==> config.mk <==
export PLATFORM = sky130hd
export DESIGN_NAME = uart_cmd_parser_flat
export DESIGN_NICKNAME = d
export VERILOG_FILES = /design/src/rtl/uart_cmd_pkg.sv /design/src/rtl/uart_cmd_if.sv /design/src/rtl/uart_resp_tx.sv /design/src/rtl/uart_cmd_parser.sv /design/src/flat_wrapper.sv
export SDC_FILE = /design/constraint.sdc
export NUM_CORES = 1
export LEC_CHECK = 0
export ABC_AREA = 0
export BUFFER_PORTS_ARGS = -buffer_cell sky130_fd_sc_hd__buf_2
export CAP_MARGIN = 0
export CORE_ASPECT_RATIO = 1.1
export CORE_UTILIZATION = 55
export CTS_CLUSTER_DIAMETER = 150
export DETAILED_ROUTE_END_ITERATION = 7
export HOLD_SLACK_MARGIN = 0.03
export PLACE_DENSITY = 0.78
export REMOVE_ABC_BUFFERS = 1
export SYNTH_ARGS = -nofsm -noshare
export SYNTH_HDL_FRONTEND = slang
export SYNTH_SLANG_ARGS = --single-unit
==> constraint.sdc <==
create_clock -name clk -period 1.9 [get_ports clk]
set_input_delay 0.285 -clock clk [delete_from_list [all_inputs] [get_ports clk]]
set_output_delay 0.285 -clock clk [all_outputs]
set_load 0.05 [all_outputs]
==> src/rtl/uart_cmd_pkg.sv <==
// Shared types, ASCII constants and hex helpers for the UART command parser.
package uart_cmd_pkg;

  typedef enum logic [2:0] {
    ST_IDLE,
    ST_L_HI,
    ST_L_LO,
    ST_EOL_L,
    ST_EOL_R,
    ST_DISCARD,
    ST_RESP
  } state_t;

  typedef enum logic [1:0] {
    RESP_OK,
    RESP_ERR,
    RESP_RB
  } resp_kind_t;

  typedef struct packed {
    logic       valid;
    logic [3:0] nib;
  } hex_nib_t;

  localparam logic [7:0] CHAR_L = 8'h4C;
  localparam logic [7:0] CHAR_R = 8'h52;
  localparam logic [7:0] CHAR_K = 8'h4B;
  localparam logic [7:0] CHAR_Q = 8'h3F;
  localparam logic [7:0] CR     = 8'h0D;
  localparam logic [7:0] LF     = 8'h0A;

  function automatic hex_nib_t hex_to_nib(input logic [7:0] c);
    hex_nib_t r;
    r.valid = 1'b1;
    r.nib   = 4'h0;
    if (c >= 8'h30 && c <= 8'h39)      r.nib = 4'(c - 8'h30);
    else if (c >= 8'h41 && c <= 8'h46) r.nib = 4'(c - 8'h37);
    else if (c >= 8'h61 && c <= 8'h66) r.nib = 4'(c - 8'h57);
    else                               r.valid = 1'b0;
    return r;
  endfunction

  function automatic logic [7:0] nib_to_hex(input logic [3:0] n);
    return (n < 4'd10) ? (8'h30 + {4'h0, n}) : (8'h37 + {4'h0, n});
  endfunction

endpackage

==> src/rtl/uart_cmd_if.sv <==
// Byte streams between the UART receiver/transmitter and the command parser.
// rx: rx_data is meaningful only in the cycle rx_valid=1; there is no back-pressure.
// tx: a byte moves when tx_valid && tx_ready at a clock edge; once tx_valid is
//     raised, tx_valid and tx_data hold steady until that handshake occurs.
interface uart_cmd_if;
  logic [7:0] rx_data;
  logic       rx_valid;
  logic [7:0] tx_data;
  logic       tx_valid;
  logic       tx_ready;

  modport master (output rx_data, rx_valid, tx_ready, input tx_data, tx_valid);
  modport slave  (input rx_data, rx_valid, tx_ready, output tx_data, tx_valid);
endinterface

==> src/rtl/uart_resp_tx.sv <==
// Sequences one 3- or 4-byte ASCII response over the tx valid/ready handshake.
module uart_resp_tx
  import uart_cmd_pkg::*;
(
  input  logic       clk,
  input  logic       rst_n,
  input  logic       load,
  input  resp_kind_t kind,
  input  logic [7:0] value,
  output logic [7:0] tx_data,
  output logic       tx_valid,
  input  logic       tx_ready,
  output logic       done
);

  logic       valid_q, valid_d;
  logic [7:0] data_q, data_d;
  logic [1:0] idx_q, idx_d;
  resp_kind_t kind_q, kind_d;
  logic [7:0] val_q, val_d;
  logic       last, hs;

  function automatic logic [7:0] byte_at(input resp_kind_t k, input logic [7:0] v,
                                         input logic [1:0] i);
    logic [7:0] b;
    b = LF;
    if (k == RESP_RB) begin
      case (i)
        2'd0:    b = nib_to_hex(v[7:4]);
        2'd1:    b = nib_to_hex(v[3:0]);
        2'd2:    b = CR;
        default: b = LF;
      endcase
    end else begin
      case (i)
        2'd0:    b = (k == RESP_OK) ? CHAR_K : CHAR_Q;
        2'd1:    b = CR;
        default: b = LF;
      endcase
    end
    return b;
  endfunction

  assign last = (kind_q == RESP_RB) ? (idx_q == 2'd3) : (idx_q == 2'd2);
  assign hs   = valid_q && tx_ready;
  assign done = hs && last;

  always_comb begin
    valid_d = valid_q;
    data_d  = data_q;
    idx_d   = idx_q;
    kind_d  = kind_q;
    val_d   = val_q;
    if (load) begin
      valid_d = 1'b1;
      idx_d   = 2'd0;
      kind_d  = kind;
      val_d   = value;
      data_d  = byte_at(kind, value, 2'd0);
    end else if (hs) begin
      if (last) begin
        valid_d = 1'b0;
      end else begin
        idx_d  = idx_q + 2'd1;
        data_d = byte_at(kind_q, val_q, idx_q + 2'd1);
      end
    end
  end

  always_ff @(posedge clk) begin
    if (!rst_n) begin
      valid_q <= 1'b0;
      data_q  <= 8'h00;
      idx_q   <= 2'd0;
      kind_q  <= RESP_OK;
      val_q   <= 8'h00;
    end else begin
      valid_q <= valid_d;
      data_q  <= data_d;
      idx_q   <= idx_d;
      kind_q  <= kind_d;
      val_q   <= val_d;
    end
  end

  assign tx_data  = data_q;
  assign tx_valid = valid_q;

endmodule

==> src/rtl/uart_cmd_parser.sv <==
// ASCII command parser owning the LED register: "Lhh<EOL>" sets, "R<EOL>" reads back.
// Optional partial-command timeout is enabled by defining UART_CMD_TIMEOUT_EN.
module uart_cmd_parser
  import uart_cmd_pkg::*;
#(
  parameter int LED_WIDTH      = 6,
  parameter int TIMEOUT_CYCLES = 2700000
) (
  input  logic                 clk,
  input  logic                 rst_n,
  uart_cmd_if.slave            bus,
  output logic [LED_WIDTH-1:0] led_value,
  output logic                 busy,
  output logic                 rx_drop,
  output logic                 cmd_timeout
);

  if (LED_WIDTH < 1 || LED_WIDTH > 8 || TIMEOUT_CYCLES < 2) begin : g_bad_param
    $error("uart_cmd_parser: parameter out of range");
  end

  state_t               state_q, state_d;
  logic [3:0]           hi_q, hi_d, lo_q, lo_d;
  logic [LED_WIDTH-1:0] led_q, led_d;
  logic                 load_q, load_d;
  resp_kind_t           kind_q, kind_d;
  logic [7:0]           val_q, val_d;
  logic [7:0]           led_byte, led_ext;
  logic                 resp_done, eol, is_l, is_r;
  hex_nib_t             hn;

  assign hn       = hex_to_nib(bus.rx_data);
  assign eol      = (bus.rx_data == CR) || (bus.rx_data == LF);
  assign is_l     = (bus.rx_data | 8'h20) == (CHAR_L | 8'h20);
  assign is_r     = (bus.rx_data | 8'h20) == (CHAR_R | 8'h20);
  assign led_byte = {hi_q, lo_q};
  assign led_ext  = 8'(led_q);

`ifdef UART_CMD_TIMEOUT_EN
  localparam logic [23:0] TO_LAST = 24'(TIMEOUT_CYCLES - 1);
  logic [23:0] cnt_q, cnt_d;
  logic        to_q, to_d;
  logic        partial;

  assign partial = (state_q != ST_IDLE) && (state_q != ST_RESP);
`endif

  always_comb begin
    state_d = state_q;
    hi_d    = hi_q;
    lo_d    = lo_q;
    led_d   = led_q;
    load_d  = 1'b0;
    kind_d  = kind_q;
    val_d   = val_q;
    if (bus.rx_valid && state_q != ST_RESP) begin
      // Default for any unexpected byte mid-command; overridden below.
      state_d = ST_DISCARD;
      case (state_q)
        ST_IDLE: begin
          if (is_l)      state_d = ST_L_HI;
          else if (is_r) state_d = ST_EOL_R;
          else if (eol)  state_d = ST_IDLE;
        end
        ST_L_HI: begin
          if (hn.valid) begin
            hi_d    = hn.nib;
            state_d = ST_L_LO;
          end else if (eol) begin
            state_d = ST_RESP; load_d = 1'b1; kind_d = RESP_ERR;
          end
        end
        ST_L_LO: begin
          if (hn.valid) begin
            lo_d    = hn.nib;
            state_d = ST_EOL_L;
          end else if (eol) begin
            state_d = ST_RESP; load_d = 1'b1; kind_d = RESP_ERR;
          end
        end
        ST_EOL_L: if (eol) begin
          led_d   = led_byte[LED_WIDTH-1:0];
          state_d = ST_RESP; load_d = 1'b1; kind_d = RESP_OK;
        end
        ST_EOL_R: if (eol) begin
          val_d   = led_ext;
          state_d = ST_RESP; load_d = 1'b1; kind_d = RESP_RB;
        end
        default: if (eol) begin
          state_d = ST_RESP; load_d = 1'b1; kind_d = RESP_ERR;
        end
      endcase
    end else if (state_q == ST_RESP && resp_done) begin
      state_d = ST_IDLE;
    end
`ifdef UART_CMD_TIMEOUT_EN
    to_d  = 1'b0;
    cnt_d = (bus.rx_valid || !partial) ? 24'd0 : cnt_q + 24'd1;
    if (partial && !bus.rx_valid && cnt_q == TO_LAST) begin
      state_d = ST_IDLE;
      to_d    = 1'b1;
      cnt_d   = 24'd0;
    end
`endif
  end

  always_ff @(posedge clk) begin
    if (!rst_n) begin
      state_q <= ST_IDLE;
      hi_q    <= 4'h0;
      lo_q    <= 4'h0;
      led_q   <= '0;
      load_q  <= 1'b0;
      kind_q  <= RESP_OK;
      val_q   <= 8'h00;
`ifdef UART_CMD_TIMEOUT_EN
      cnt_q   <= 24'd0;
      to_q    <= 1'b0;
`endif
    end else begin
      state_q <= state_d;
      hi_q    <= hi_d;
      lo_q    <= lo_d;
      led_q   <= led_d;
      load_q  <= load_d;
      kind_q  <= kind_d;
      val_q   <= val_d;
`ifdef UART_CMD_TIMEOUT_EN
      cnt_q   <= cnt_d;
      to_q    <= to_d;
`endif
    end
  end

  uart_resp_tx u_resp_tx (
    .clk      (clk),
    .rst_n    (rst_n),
    .load     (load_q),
    .kind     (kind_q),
    .value    (val_q),
    .tx_data  (bus.tx_data),
    .tx_valid (bus.tx_valid),
    .tx_ready (bus.tx_ready),
    .done     (resp_done)
  );

  assign led_value = led_q;
  assign busy      = (state_q == ST_RESP);
  assign rx_drop   = bus.rx_valid && (state_q == ST_RESP);
`ifdef UART_CMD_TIMEOUT_EN
  assign cmd_timeout = to_q;
`else
  assign cmd_timeout = 1'b0;
`endif

endmodule

==> src/flat_wrapper.sv <==
// flat-port wrapper written by rule: the top's interface ports become plain ports
module uart_cmd_parser_flat import uart_cmd_pkg::*;
#(
  parameter int LED_WIDTH      = 6,
  parameter int TIMEOUT_CYCLES = 2700000
)
  (clk, rst_n, led_value, busy, rx_drop, cmd_timeout, bus_rx_data, bus_rx_valid, bus_tx_ready, bus_tx_data, bus_tx_valid);
  uart_cmd_if bus_i ();
  input  logic clk;
  input  logic rst_n;
  output logic [LED_WIDTH-1:0] led_value;
  output logic busy;
  output logic rx_drop;
  output logic cmd_timeout;
  input wire logic [$bits(bus_i.rx_data)-1:0] bus_rx_data;
  input wire logic [$bits(bus_i.rx_valid)-1:0] bus_rx_valid;
  input wire logic [$bits(bus_i.tx_ready)-1:0] bus_tx_ready;
  output wire logic [$bits(bus_i.tx_data)-1:0] bus_tx_data;
  output wire logic [$bits(bus_i.tx_valid)-1:0] bus_tx_valid;
  assign bus_i.rx_data = bus_rx_data;
  assign bus_i.rx_valid = bus_rx_valid;
  assign bus_i.tx_ready = bus_tx_ready;
  assign bus_tx_data = bus_i.tx_data;
  assign bus_tx_valid = bus_i.tx_valid;
  uart_cmd_parser #(.LED_WIDTH(LED_WIDTH), .TIMEOUT_CYCLES(TIMEOUT_CYCLES)) u_core (.clk(clk), .rst_n(rst_n), .bus(bus_i), .led_value(led_value), .busy(busy), .rx_drop(rx_drop), .cmd_timeout(cmd_timeout));
endmodule
======== Word level (Yosys, flattened, before mapping) ========
Index checks and enable logic that the tools add are counted.
operators by class
  add/sub/neg operators ................... 10
  multipliers ............................. 0
  divide/modulo/power cells ............... 0
  order comparisons ....................... 9
  equal/unequal tests ..................... 20
  shift-type cells ........................ 0
  multiplexer cells ....................... 39
  bitwise logic cells ..................... 3
  reduce and logical (&&, ||, !) cells .... 27
operators by type and width
  cell                   number
  $mux W7                6
  $mux W8                4
  $add A6 B2 Y7 const A  4
  $mux W3                7
  $pmux W7 S3            1
  $eq A8 B4 Y1 const B   2
  $ge A8 B7 Y1 const B   2
  $le A8 B7 Y1 const B   2
  $add A6 B4 Y7 const A  2
  $eq A7 B6 Y1 const B   2
  $pmux W7 S2            1
  $mux W4                3
  $reduce_and A3 Y1      4
  $eq A2 B2 Y1 const B   5
  $mux W2                5
  $mux W1                9
  $pmux W3 S3            1
  $ge A8 B6 Y1 const B   1
  $le A8 B6 Y1 const B   1
  $logic_and A1 B1 Y1    8
  $lt A2 B4 Y1 const B   2
  $pmux W2 S4            1
  $reduce_and A2 Y1      4
  $sub A4 B3 Y4 const B  2
  other kinds (18)       29
storage, ports and cells
  register bits after elaboration ......... 43
  bits in latches ......................... 0
  bits in writable memories ............... 0
  ROM bits ................................ 0
  bits of input ports ..................... 12
  output and inout bits ................... 18
  word-level logic and storage cells ...... 120
  memories ................................ 0

======== Depth between registers and ports, before layout ========
Gate-level depths: netlist (run 1).
  depth after elaboration ................. 8
  gate-level depth with buffers ........... 8
  mapped depth without buffers ............ 7

======== Modules after synthesis ========
Synthesis (run 1) repeated with hierarchy kept, for this count alone.
unflattened totals
  cell total of the unflattened synthesis .. 326
  area total of the unflattened synthesis .. 2,755.1 sq um
modules (own cells, without submodules)
  module           instances  cells an instance  area each (sq um)  seq. area each (sq um)
  uart_resp_tx     1          168                1,421.4            400.4
  uart_cmd_parser  1          158                1,333.8            480.5

======== Worst setup path before layout (run 1) ========
No wires, ideal clock.
  path type ............................... input -> register
  from .................................... input bus_rx_data[0]
  to ...................................... register u_core.led_q[0], in the netlist u_core.led_value[0]
  setup time .............................. 128 ps
  arrival ................................. 1,651 ps
  data required time ...................... 1,772 ps
  path slack .............................. 121 ps
  stages on the path ...................... 8
  path buffers ............................ 1
  cell sequence ........................... inv_1 > ha_1 > mux2i_1 > nor4_4 > and3_1 > buf_2 > mux2i_1 > nor2_1
on the way
  longest elaborated chain between the ends .. 3
  elaborated cells on any way between the ends .. 4
  classes of those cells .................. eq/ne: 2; reduce/logical: 2
RTL lines
  item                             line                    RTL
  from (decl)                      flat_wrapper.sv:15      input wire logic [$bits(bus_i.rx_data)-1:0] bus_rx_data;
  $eq A8 B4 Y1                     uart_cmd_parser.sv:33   assign eol = (bus.rx_data == CR) || (bus.rx_data == LF);
  $logic_or A1 B1 Y1 (*)           uart_cmd_parser.sv:33
  $reduce_and A3 Y1 (no line) (*)  --
  to (signal assigned)             uart_cmd_parser.sv:124  led_q <= led_d;
  to (decl)                        uart_cmd_parser.sv:24   logic [LED_WIDTH-1:0] led_q, led_d;
Mark *: on every way between the ends. The rest lies on a longest branch, timed or not.
A chain may end at the register's enable or synchronous reset.

======== Worst setup path after layout (run 1) ========
  from .................................... register u_core.u_resp_tx.val_q[1]
  to ...................................... register u_core.u_resp_tx.data_q[2], in the netlist u_core.u_resp_tx.tx_data[2]
on the way
  longest elaborated chain between the ends .. 7
  elaborated cells on any way between the ends .. 9
  classes of those cells .................. add/sub: 2; order compare: 1; mux: 6
RTL lines
  item                                                  line                RTL
  from (decl)                                           uart_resp_tx.sv:20  logic [7:0] val_q, val_d;
  from (signal assigned)                                uart_resp_tx.sv:82  val_q <= val_d;
  $add A6 B4 Y7 / $lt A4 B4 Y1 (equally long branches)  uart_cmd_pkg.sv:44  return (n < 4'd10) ? (8'h30 + {4'h0, n}) : (8'h37 + {4'h0, n});
  $mux W7 (*)                                           uart_cmd_pkg.sv:44
  $pmux W7 S3 (*)                                       uart_resp_tx.sv:28  case (i)
  $mux W8 (*)                                           uart_resp_tx.sv:27  if (k == RESP_RB) begin
  $mux W8 (*)                                           uart_resp_tx.sv:61  if (last) begin
  $mux W8 (*)                                           uart_resp_tx.sv:60  end else if (hs) begin
  $mux W8 (*)                                           uart_resp_tx.sv:54  if (load) begin
  to (signal assigned)                                  uart_resp_tx.sv:79  data_q <= data_d;
  to (decl)                                             uart_resp_tx.sv:17  logic [7:0] data_q, data_d;
Mark *: on every way between the ends. The rest lies on a longest branch, timed or not. The select of a mux whose other input is x is not followed.

==> impl_metrics.tcl, run 1 <==
set metrics [dict create \
    outcome "completed" \
    tritoncts "done" \
    muxShareOfSynthArea 0.102 \
    post_drt_wl_per_cell_um 14.3 \
    layout.cells.most_common_list "sky130_fd_sc_hd__dfxtp_1 (42), sky130_fd_sc_hd__nor2_1 (34), sky130_fd_sc_hd__buf_2 (27), sky130_fd_sc_hd__mux2i_1 (24), sky130_fd_sc_hd__buf_4 (22)" \
    grt_pass1_vias 1891 \
    cts_made_buffers 5 \
    insertedDiodeCount 0 \
    wire_length_of_the_first_global_routing_pass_um 8430 \
    synthesized_cell_area_um2 2360 \
    worstPathCellList "inv_1 > ha_1 > and4b_1 > a211oi_1 > o311ai_0 > o211ai_1 > a21oi_1" \
    worst_r2r_path_depth 7 \
    gp_routability_congestion 0.865 \
    global_route.overflow_total 0 \
    dp.final_hpwl_um 3840 \
    crit_path_top_delay_cell "sky130_fd_sc_hd__dfxtp_1" \
    core-area_um2 4050 \
    fillcell_total 364 \
    synth_top_family_by_area "simple AND/OR/NAND/NOR gates" \
    clock-skew-final_ps 9.45 \
    synthArstFlopShare 0 \
    setup-violations-final 0 \
    end_kind "flop" \
    cp.required_ps 2080 \
    post_cts_hold_buffer_count 0 \
    grt_setup_unrepaired "false" \
    grt_antenna_before_repair 0 \
    timing.reg2reg.setup_slack_ps 210 \
    postRouteWirelength_um 5120 \
    final_cells 359 \
    crit_type "reg -> reg" \
    timing.critical_path.arrival_ps 1870 \
    buffer_ports.inserted 27 \
    cts.htree.levels 2 \
    final_cycle_utilization_of_the_critical_path 0.888 \
    io-pin-count 30 \
    yosys.area_share.adder 0.0583 \
    p_seq_frac 0.528 \
    drt_pass1_iterations 4 \
    synth.yosys.seq_area_share 0.356 \
    net_switching_power_uw 455 \
    synthesis.instances 264 \
    worst_hold_path.endpoint "u_core.lo_q[2]$_SDFFE_PN0P_" \
    start_util 0.583 \
    post-route-min-period_ps 1690 \
    chipHeight_um 70.7 \
    synth_compound_area_frac 0.195 \
    vias_per_cell 5.69 \
    syn2layout_area_growth_pct 16.0 \
    postCtsSetupRepairBufs 0 \
    nets 329 \
    grtUsageTotal 0.235 \
    worst_setup_hold_path_clk_slew_ps 100 \
    detailroute.via_count 2043 \
    setup.worst_path.start_class "flop" \
    drt-initial-drc-count 105 \
    critical_path.reg2reg.endpoint "u_core.u_resp_tx.tx_data[2]$_SDFFE_PN0P_" \
    place.detailed.instances 351 \
    whs_path_depth 3 \
    layout.cells.most_common "sky130_fd_sc_hd__dfxtp_1" \
    routed_antenna_nets 0 \
    p_sw_frac 0.270 \
    drcViolationCount 0 \
    vdd_ir_drop_max_v 0.000704 \
    ctsRootBufferMaster "sky130_fd_sc_hd__clkbuf_8" \
    synth-simple-area-share 0.201 \
    cts.sink_count 42 \
    regToRegStartpoint "u_core.u_resp_tx.val_q[1]$_SDFFE_PN0P_" \
    finalHoldViolations 0 \
    max_freq_mhz 592 \
    netlist-cell-type-count 55 \
    dieWidth_um 64.5 \
    power_density_nw_per_um2 615 \
    pwr-share-clk 0.370 \
    ctsLongestPathBuffers 2 \
    hold_path.class "in -> reg" \
    dpl-instance-area_um2 2640 \
    min-delay-start "bus_rx_data[2]" \
    ys_ff_latch 42 \
    post_route_cells_drive_above_1_share 0.238 \
    number_of_maximum_capacitance_violations 0 \
    yosys_most_used_dff "sky130_fd_sc_hd__dfxtp_1" \
    power.internal_uw 1230 \
    placement_rows 24 \
    critPathMaxFanout 7 \
    worstSkewPairLatency_ps 300 \
    power.static_leakage_uw 0.00118 \
    synth_xor_xnor_area_share 0.0222 \
    tns_ps 0 \
    synth_edf_count 0 \
    share_comb_of_total_power 0.102 \
    grt_max_degree 23 \
    final-max-slew-violation-count 0 \
    layout.cell_area.non_filler_um2 2740 \
    number_of_cells_upsized_or_downsized_after_cts 0 \
    critical_path.max_stage_delay_ps 440 \
    syn_area_per_cell_um2 8.95 \
    synthesis.yosys.warnings 0 \
    die_area_um2 4560 \
]
[synth_stat cells, types with 2 or more instances]
library cell                number  share of area
sky130_fd_sc_hd__buf_6           2         0.0095
sky130_fd_sc_hd__ha_1           11          0.058
sky130_fd_sc_hd__o2111ai_1       4          0.015
sky130_fd_sc_hd__a31oi_1         2         0.0053
sky130_fd_sc_hd__nand3b_1        3         0.0095
sky130_fd_sc_hd__o221a_2         5          0.024
sky130_fd_sc_hd__nand4_1         2         0.0053
sky130_fd_sc_hd__mux2i_1        24           0.10
sky130_fd_sc_hd__a22oi_1         2         0.0064
sky130_fd_sc_hd__nor2b_1         5          0.013
sky130_fd_sc_hd__nand2b_1        5          0.013
sky130_fd_sc_hd__a21oi_1        15          0.032
sky130_fd_sc_hd__xnor2_1         5          0.019
sky130_fd_sc_hd__nand2_1        16          0.025
sky130_fd_sc_hd__o21ai_0         8          0.017
sky130_fd_sc_hd__a22o_1          3          0.011
sky130_fd_sc_hd__clkbuf_8        2          0.012
sky130_fd_sc_hd__buf_4           3         0.0095
sky130_fd_sc_hd__o21bai_1        2         0.0064
sky130_fd_sc_hd__inv_1          12          0.019
sky130_fd_sc_hd__and3_1          3         0.0079
sky130_fd_sc_hd__nor3_1          3         0.0064
sky130_fd_sc_hd__a211oi_1        5          0.016
sky130_fd_sc_hd__nor4b_1         3          0.011
sky130_fd_sc_hd__nor2_1         34          0.054
sky130_fd_sc_hd__o22ai_1         3         0.0079
sky130_fd_sc_hd__nand3_1         4         0.0085
sky130_fd_sc_hd__dfxtp_1        42           0.36
sky130_fd_sc_hd__clkbuf_1        7          0.011
sky130_fd_sc_hd__o211ai_1        4          0.013
[cell families after synthesis]
group	count (synthesis)
and+or+nand+nor	89
AOI/OAI and AO/OA	63
DFF	42
buffers and inverters	28
muxes	24
adders and majority gates	11
xor gates and xnor gates	6
other	1
[stage by stage]
step | utilization | power (uW) | hold WS (ps) | setup slack [ps]
5_1_grt | 0.676 | 1760 | 361 | 81.4
4_1_cts | 0.676 | 1700 | 349 | 227
3_5_place_dp | 0.652 | 1080 | 448 | -98.2
6_report | 0.676 | 1690 | 355 | 212
3_3_place_gp | 0.652 | 1080 | 442 | -35.9
2_1_floorplan | - | 1000 | 423 | 63.6
[routing by layer]
| layer | share of wire | up-vias | GRT usage | routed length (um) |
|---|---|---|---|---|
| li1 | - | 1030 | - | - |
| met1 | 0.46 | 945 | 0.274 | 2370 |
| met2 | 0.47 | 54 | 0.408 | 2420 |
| met3 | 0.038 | 14 | 0.0516 | 192 |
| met4 | 0.026 | 0 | 0.104 | 131 |
| met5 | 0 | - | 0 | 0 |
[power by group through the flow]
stage | registers, uW | clock network, uW | logic, uW
after global routing | 891 | 676 | 188
after floorplan | 920 | 0 | 83.6
after global placement | 910 | 0 | 166
after detailed placement | 911 | 0 | 170
after CTS | 890 | 636 | 171
final | 890 | 624 | 172
[state kept, by name (all words and copies together) (netlist names)]
| signal | count |
|---|---|
| u_core.u_resp_tx.tx_data | 7 |
| u_core.led_value | 6 |
| u_core.u_resp_tx.val_q | 6 |
| u_core.val_q | 6 |
| u_core.lo_q | 4 |
| u_core.state_q | 3 |
| u_core.hi_q | 2 |
| u_core.kind_q | 2 |
| u_core.u_resp_tx.idx_q | 2 |
| u_core.u_resp_tx.kind_q | 2 |
| u_core.load_q | 1 |
| u_core.u_resp_tx.tx_valid | 1 |
[critical path, delay by kind of cell (launching register included)]
| kind | cells | cell delay (ps) |
|---|---|---|
| buf+inv | 1 | 70 |
| compound gates | 4 | 670 |
| simple gates | 1 | 190 |
| fa+ha+maj | 1 | 200 |
| flops | 1 | 440 |
[worst max-delay path by stage]
| stage | startpoint | end | cells past startpoint |
|---|---|---|---|
| final | u_core.u_resp_tx.val_q[1]$_SDFFE_PN0P_ | u_core.u_resp_tx.tx_data[2]$_SDFFE_PN0P_ | 7 |
| after global routing | u_core.u_resp_tx.val_q[1]$_SDFFE_PN0P_ | u_core.u_resp_tx.tx_data[2]$_SDFFE_PN0P_ | 7 |
| after CTS | bus_rx_data[3] | u_core.hi_q[0]$_SDFFE_PN0P_ | 6 |
| after detailed placement | bus_rx_data[3] | u_core.hi_q[0]$_SDFFE_PN0P_ | 6 |
| after global placement | bus_rx_data[3] | u_core.lo_q[1]$_SDFFE_PN0P_ | 6 |
| after floorplan | bus_rx_data[0] | u_core.led_value[0]$_SDFFE_PN0P_ | 7 |
[final cells by class]
cell class                      instances  area, um2  area share
Sequential cell                        42        841       0.307
Timing Repair Buffer                   50        320       0.117
Multi-Input combinational cell        195       1370       0.501
Inverter                               12       45.0      0.0164
Clock buffer                            5       68.8      0.0251
Tap cell                               52       65.1      0.0237
Clock inverter                          3       28.8      0.0105
No activity file was read; power rests on OpenSTA's default activity.
==> run 2, diff against run 1 <==
--- a/config.mk
+++ b/config.mk
@@ -7,14 +7,16 @@
 export LEC_CHECK = 0
 export ABC_AREA = 0
 export BUFFER_PORTS_ARGS = -buffer_cell sky130_fd_sc_hd__buf_2
-export CAP_MARGIN = 0
+export CELL_PAD_IN_SITES_DETAIL_PLACEMENT = 0
+export CELL_PAD_IN_SITES_GLOBAL_PLACEMENT = 1
 export CORE_ASPECT_RATIO = 1.1
-export CORE_UTILIZATION = 55
+export CORE_UTILIZATION = 44
 export CTS_CLUSTER_DIAMETER = 150
 export DETAILED_ROUTE_END_ITERATION = 7
 export HOLD_SLACK_MARGIN = 0.03
-export PLACE_DENSITY = 0.78
+export PLACE_DENSITY = 0.82
 export REMOVE_ABC_BUFFERS = 1
+export SETUP_SLACK_MARGIN = 0.02
 export SYNTH_ARGS = -nofsm -noshare
 export SYNTH_HDL_FRONTEND = slang
 export SYNTH_SLANG_ARGS = --single-unit
==> run 2 against run 1 <==
Design area up 1.7%. Clock skew down 1.4 ps. Clock-buffer cell count up 2. Wire length down 0.80%. Core utilization down 13 points. Worst setup slack better by 2.7 ps. Sequential power about the same. Register-to-register slack about the same. Clock power up 9.9%. Critical endpoint is now u_core.u_resp_tx.tx_data[1]$_SDFFE_PN0P_. Largest cell class unchanged.
==> impl_metrics.tcl, run 2 (synthesized netlist as in run 1, its figures left out) <==
set metrics [dict create \
    start_util 0.463 \
    number_of_maximum_capacitance_violations 0 \
    chipHeight_um 78.9 \
    buffer_ports.inserted 27 \
    regToRegStartpoint "u_core.u_resp_tx.kind_q[1]$_SDFFE_PN0P_" \
    place.detailed.instances 371 \
    clock-skew-final_ps 8.08 \
    io-pin-count 30 \
    detailroute.via_count 2001 \
    drt-initial-drc-count 93 \
    postRouteWirelength_um 5080 \
    ctsRootBufferMaster "sky130_fd_sc_hd__clkbuf_8" \
    timing.critical_path.arrival_ps 1860 \
    gp_routability_congestion 0.795 \
    largest_register_ffs 7 \
    dp.final_hpwl_um 3860 \
    worstSkewPairLatency_ps 290 \
    power_density_nw_per_um2 629 \
    final_cycle_utilization_of_the_critical_path 0.887 \
    drcViolationCount 0 \
    grt_max_degree 23 \
    whs_path_depth 3 \
    power.internal_uw 1350 \
    syn2layout_area_growth_pct 18.1 \
    routed_antenna_nets 0 \
    power.static_leakage_uw 0.00119 \
    final-max-slew-violation-count 0 \
    timing.reg2reg.setup_slack_ps 210 \
    fillcell_total 489 \
    outcome "completed" \
    hold_path.class "in -> reg" \
    area_of_all_sequential_standard_cells_um2 842 \
    setup.worst_path.start_class "flop" \
    vdd_ir_drop_max_v 0.000392 \
    worst_setup_hold_path_clk_slew_ps 80 \
    ctsLongestPathBuffers 2 \
    grtUsageTotal 0.192 \
    crit_type "reg -> reg" \
    cts.sink_count 42 \
    share_comb_of_total_power 0.099 \
    finalHoldViolations 0 \
    cp.required_ps 2080 \
    end_kind "flop" \
    grt_pass1_vias 1868 \
    wire_length_of_the_first_global_routing_pass_um 8670 \
    cts.htree.levels 2 \
    post-route-min-period_ps 1690 \
    p_sw_frac 0.228 \
    hold-worst-slack_ps 393 \
    cts_made_buffers 5 \
    dieWidth_um 71.9 \
    grt_antenna_before_repair 0 \
    critPathMaxFanout 4 \
    grt_setup_unrepaired "false" \
    core-area_um2 5100 \
    setup-violations-final 0 \
    critical_path.reg2reg.endpoint "u_core.u_resp_tx.tx_data[1]$_SDFFE_PN0P_" \
    die_area_um2 5670 \
    worst_hold_path.endpoint "u_core.u_resp_tx.idx_q[1]$_SDFFE_PP0P_" \
    p_seq_frac 0.509 \
    post_route_cells_drive_above_1_share 0.235 \
    layout.cells.most_common_list "sky130_fd_sc_hd__dfxtp_1 (41), sky130_fd_sc_hd__nor2_1 (34), sky130_fd_sc_hd__buf_2 (27), sky130_fd_sc_hd__mux2i_1 (24), sky130_fd_sc_hd__buf_4 (21)" \
    min-delay-start "bus_tx_ready" \
    design_power_total_uw 1750 \
    worst_r2r_path_depth 5 \
    insertedDiodeCount 0 \
    max_freq_mhz 593 \
    post_drt_wl_per_cell_um 13.4 \
    multi_input_area_um2 1370 \
    placement_rows 27 \
    global_route.overflow_total 0 \
    nets 329 \
    tritoncts "done" \
    vias_per_cell 5.28 \
    net_switching_power_uw 400 \
    final_cells 379 \
    layout.cells.most_common "sky130_fd_sc_hd__dfxtp_1" \
    pwr-share-clk 0.391 \
    drt_pass1_iterations 4 \
]
==> run 2: cell count changes in the layout (fill, tap and decap cells not counted) <==
cell / delta
sky130_fd_sc_hd__buf_12: +1
sky130_fd_sc_hd__buf_4: -1
sky130_fd_sc_hd__bufinv_16: +1
sky130_fd_sc_hd__clkbuf_1: +2
sky130_fd_sc_hd__clkinv_4: -1
sky130_fd_sc_hd__dfxtp_1: -1
sky130_fd_sc_hd__dfxtp_2: +1
sky130_fd_sc_hd__inv_6: -1
sky130_fd_sc_hd__inv_8: -1
==> run 2: metrics by stage <==
stage                     utilization  setup TNS (ps)  cell area (um2)  setup WS [ps]
final                           0.547               0             2790            215
after floorplan                     -               0             2260           63.6
after global placement          0.526               0             2680           6.09
after global routing            0.547               0             2790           72.4
after detailed placement        0.526            -536             2680          -52.7
after CTS                       0.546               0             2790            104
==> run 2: layout make-up <==
cell class,count,share of cell area
clock buffer,7,0.0274
multi-input combinational,195,0.492
sequential,42,0.302
inverter,12,0.0162
timing repair buffer,50,0.119
clock inverter,1,0.0108
tap,72,0.0323
==> run 2: power by group through the flow <==
stage / Sequential (uW) / Combinational [uW] / Clock (uW)
2_1_floorplan: 920 / 83.6 / 0
3_3_place_gp: 913 / 173 / 0
3_5_place_dp: 914 / 173 / 0
4_1_cts: 893 / 174 / 701
5_1_grt: 894 / 192 / 732
6_report: 893 / 174 / 686
==> run 2: worst max-delay path, cell delays in order (launching register included) <==
cell	delay, ps
sky130_fd_sc_hd__dfxtp_1	390
sky130_fd_sc_hd__nor2b_1	210
sky130_fd_sc_hd__xnor2_1	160
sky130_fd_sc_hd__a211oi_1	400
sky130_fd_sc_hd__a21oi_1	140
sky130_fd_sc_hd__o221a_2	270
==> run 2: per-layer routing <==
metal | GRT usage | wire, um | part of all wire | vias up
met4 | 0.0686 | 81 | 0.016 | 0
met3 | 0.0343 | 111 | 0.022 | 6
li1 | - | - | - | 1029
met2 | 0.342 | 2580 | 0.51 | 34
met1 | 0.229 | 2310 | 0.45 | 932
met5 | 0 | 0 | 0 | -
==> run 2: what timing repair did <==
action                     in CTS  in global routing
resized for setup               0                  1
setup endpoints to repair       0                  1
hold buffers                    0                  0
buffers inserted                0                  0
==> run 2: how the worst max path moves through the flow <==
stage                                            start                                  endpoint  slack [ps]  cells past startpoint
2_1_floorplan                           bus_rx_data[0]          u_core.led_value[0]$_SDFFE_PN0P_          60                      7
3_3_place_gp                            bus_rx_data[3]               u_core.lo_q[1]$_SDFFE_PN0P_           6                      6
3_5_place_dp                            bus_rx_data[0]            u_core.state_q[1]$_SDFFE_PN0P_         -50                     10
4_1_cts                 u_core.state_q[1]$_SDFFE_PN0P_                                      busy         100                      4
5_1_grt        u_core.u_resp_tx.kind_q[0]$_SDFFE_PN0P_    u_core.u_resp_tx.idx_q[1]$_SDFFE_PP0P_          70                      5
6_report       u_core.u_resp_tx.kind_q[1]$_SDFFE_PN0P_  u_core.u_resp_tx.tx_data[1]$_SDFFE_PN0P_         210                      5
==> run 3, diff against run 2 <==
--- a/config.mk
+++ b/config.mk
@@ -14,9 +14,10 @@
 export CTS_CLUSTER_DIAMETER = 150
 export DETAILED_ROUTE_END_ITERATION = 7
 export HOLD_SLACK_MARGIN = 0.03
-export PLACE_DENSITY = 0.82
+export PLACE_DENSITY = 0.81
 export REMOVE_ABC_BUFFERS = 1
 export SETUP_SLACK_MARGIN = 0.02
 export SYNTH_ARGS = -nofsm -noshare
 export SYNTH_HDL_FRONTEND = slang
+export SYNTH_HIERARCHICAL = 1
 export SYNTH_SLANG_ARGS = --single-unit
==> constraint.sdc (replaced) <==
create_clock -name clk -period 1.7 [get_ports clk]
set_input_delay 0.255 -clock clk [delete_from_list [all_inputs] [get_ports clk]]
set_output_delay 0.255 -clock clk [all_outputs]
set_load 0.05 [all_outputs]
==> run 3 against run 2 <==
Combinational power is 28% higher. Clock-buffer cell count is 2 lower. Clock skew is 5.0 ps lower. Critical endpoint is now u_core/u_resp_tx/tx_data[4]$_SDFFE_PN0P_. Highest routed layer unchanged.
==> impl_metrics.tcl, run 3 <==
set metrics [dict create \
    power_density_nw_per_um2 569 \
    ctsLongestPathBuffers 2 \
    registers.top_by_ff_count "u_core/u_resp_tx/val_q" \
    grt_setup_unrepaired "true" \
    postCtsSetupRepairBufs 0 \
    worstSkewPairLatency_ps 300 \
    place.detailed.instances 482 \
    synth.yosys.seq_area_share 0.320 \
    timing.critical_path.arrival_ps 1880 \
    core-area_um2 5910 \
    synth-simple-area-share 0.256 \
    syn2layout_area_growth_pct 31.5 \
    outcome "completed" \
    end_kind "flop" \
    buffer_ports.inserted 27 \
    final_cycle_utilization_of_the_critical_path 0.997 \
    yosys.area_share.adder 0.0545 \
    ys_top_cells_by_count "sky130_fd_sc_hd__dfxtp_1 (44), sky130_fd_sc_hd__nor2_1 (32), sky130_fd_sc_hd__nand2_1 (29)" \
    synthArstFlopShare 0 \
    cts_made_buffers 5 \
    synth_xor_xnor_area_share 0.0191 \
    hold-worst-slack_ps 286 \
    fraction_of_post_synthesis_cell_area_in_the_top_cell_type_by_area 0.320 \
    dieWidth_um 77.5 \
    power.static_leakage_uw 0.00148 \
    drt_pass1_iterations 4 \
    cts.htree.levels 2 \
    routed_antenna_nets 0 \
    muxShareOfSynthArea 0.0908 \
    synthesized_cell_area_um2 2760 \
    vias_per_cell 5.31 \
    wire_length_of_the_first_global_routing_pass_um 11000 \
    drt-initial-drc-count 98 \
    start_util 0.466 \
    crit_type "reg -> reg" \
    netlist-cell-type-count 67 \
    ys_ff_latch 44 \
    global_route.overflow_total 0 \
    chipHeight_um 85.0 \
    max_freq_mhz 590 \
    postRouteWirelength_um 6720 \
    synthesis.instances 326 \
    fillcell_total 553 \
    synth_top_family_by_area "simple AND/OR/NAND/NOR gates" \
    synth_top_cell_by_area "sky130_fd_sc_hd__dfxtp_1" \
    hold_path.class "in -> reg" \
    number_of_maximum_capacitance_violations 0 \
    cts.sink_count 44 \
    ctsRootBufferMaster "sky130_fd_sc_hd__clkbuf_8" \
    critPathMaxFanout 2 \
    yosys-top-cells-area "sky130_fd_sc_hd__dfxtp_1 (32%), sky130_fd_sc_hd__mux2i_1 (9.1%), sky130_fd_sc_hd__ha_1 (5.4%)" \
    grt_max_degree 23 \
    final-max-slew-violation-count 0 \
    largest_register_ffs 8 \
    final_core_utilization 0.612 \
    nets 436 \
    cp.required_ps 1880 \
    layout.cells.most_common_list "sky130_fd_sc_hd__buf_4 (53), sky130_fd_sc_hd__dfxtp_1 (35), sky130_fd_sc_hd__nor2_1 (30), sky130_fd_sc_hd__nand2_1 (29), sky130_fd_sc_hd__mux2i_1 (25)" \
    final_cells 490 \
    insertedDiodeCount 0 \
    gp_routability_congestion 0.832 \
    io-pin-count 30 \
    post-route-min-period_ps 1690 \
    worst_setup_hold_path_clk_slew_ps 80 \
    post_route_cells_drive_above_1_share 0.324 \
    layout.cells.most_common "sky130_fd_sc_hd__buf_4" \
    area_of_all_sequential_standard_cells_um2 895 \
    multi_input_area_um2 1900 \
    grt_antenna_before_repair 0 \
    placement_rows 29 \
    layout.cell_area.non_filler_um2 3620 \
    yosys_most_used_dff "sky130_fd_sc_hd__dfxtp_1" \
    syn_area_per_cell_um2 8.45 \
    post_drt_wl_per_cell_um 13.7 \
    clock-skew-final_ps 3.11 \
    dp.final_hpwl_um 5220 \
    finalHoldViolations 0 \
    synth_most_common_cell "sky130_fd_sc_hd__dfxtp_1" \
    setup-violations-final 0 \
    grt_pass1_vias 2471 \
    tritoncts "done" \
    synthesis.yosys.warnings 6 \
    vdd_ir_drop_max_v 0.000375 \
    grtUsageTotal 0.209 \
    synth_compound_area_frac 0.198 \
    detailroute.via_count 2603 \
    die_area_um2 6580 \
    dpl-instance-area_um2 3350 \
    synth_edf_count 0 \
    drcViolationCount 0 \
    setup.worst_path.start_class "flop" \
]
## run 3: cells by family after synthesis
family / count (synthesis)
muxes: 25
DFF: 44
and+or+nand+nor: 128
buffers and inverters: 32
adders and majority gates: 12
xor gates and xnor gates: 6
AOI/OAI and AO/OA: 77
other: 2
## run 3: metal layers
metal | GRT usage | share of wire
met5 | 0 | 0
met4 | 0.0909 | 0.027
met3 | 0.0376 | 0.033
met2 | 0.391 | 0.53
met1 | 0.228 | 0.41
## run 3: path summary, 6_finish.rpt
check                                                               from                                  endpoint  slack [ps]  cells past startpoint
worst max-delay path              u_core/u_resp_tx/val_q[5]$_SDFFE_PN0P_  u_core/u_resp_tx/tx_data[4]$_SDFFE_PN0P_           5                      7
worst min-delay path                                               rst_n               u_core/lo_q[2]$_SDFFE_PN0P_         290                      3
worst max register to register    u_core/u_resp_tx/val_q[5]$_SDFFE_PN0P_  u_core/u_resp_tx/tx_data[4]$_SDFFE_PN0P_           5                      7
worst min register to register  u_core/u_resp_tx/tx_data[2]$_SDFFE_PN0P_  u_core/u_resp_tx/tx_data[2]$_SDFFE_PN0P_         470                      2
## run 3: metrics by stage
step	setup WS [ps]	power [uW]	setup TNS (ps)
after CTS	9.09	2080	0
after global placement	-392	1270	-5740
after floorplan	-254	1180	-3200
after detailed placement	-433	1270	-7020
final	5.06	2060	0
after global routing	-72.4	2160	-72.4
## run 3: cell type report
class	instances	area share
clock buffer	5	0.0190
tap	77	0.0266
timing repair buffer	80	0.155
clock inverter	3	0.0117
sequential	44	0.247
multi-input combinational	265	0.524
inverter	16	0.0166
## run 3: repair_timing
action | CTS | global route
pin swaps | 5 | 11
hold buffers | 0 | 0
hold endpoints to repair | 0 | 0
endpoints found under the setup margin | 15 | 22
gates resized for setup | 14 | 35
## run 3: power by group
part | internal (uW) | switching [uW] | total (uW)
sequential | 1040 | 11.0 | 1050
combinational | 99.0 | 124 | 223
clock | 435 | 357 | 792
total | 1570 | 492 | 2060
## run 3: critical path, stage by stage (launching register included)
cell,delay [ps]
sky130_fd_sc_hd__dfxtp_2,340
sky130_fd_sc_hd__inv_2,50
sky130_fd_sc_hd__ha_4,150
sky130_fd_sc_hd__and2b_1,200
sky130_fd_sc_hd__o21ai_1,70
sky130_fd_sc_hd__a22o_1,290
sky130_fd_sc_hd__a2111oi_4,390
sky130_fd_sc_hd__nor4b_2,90
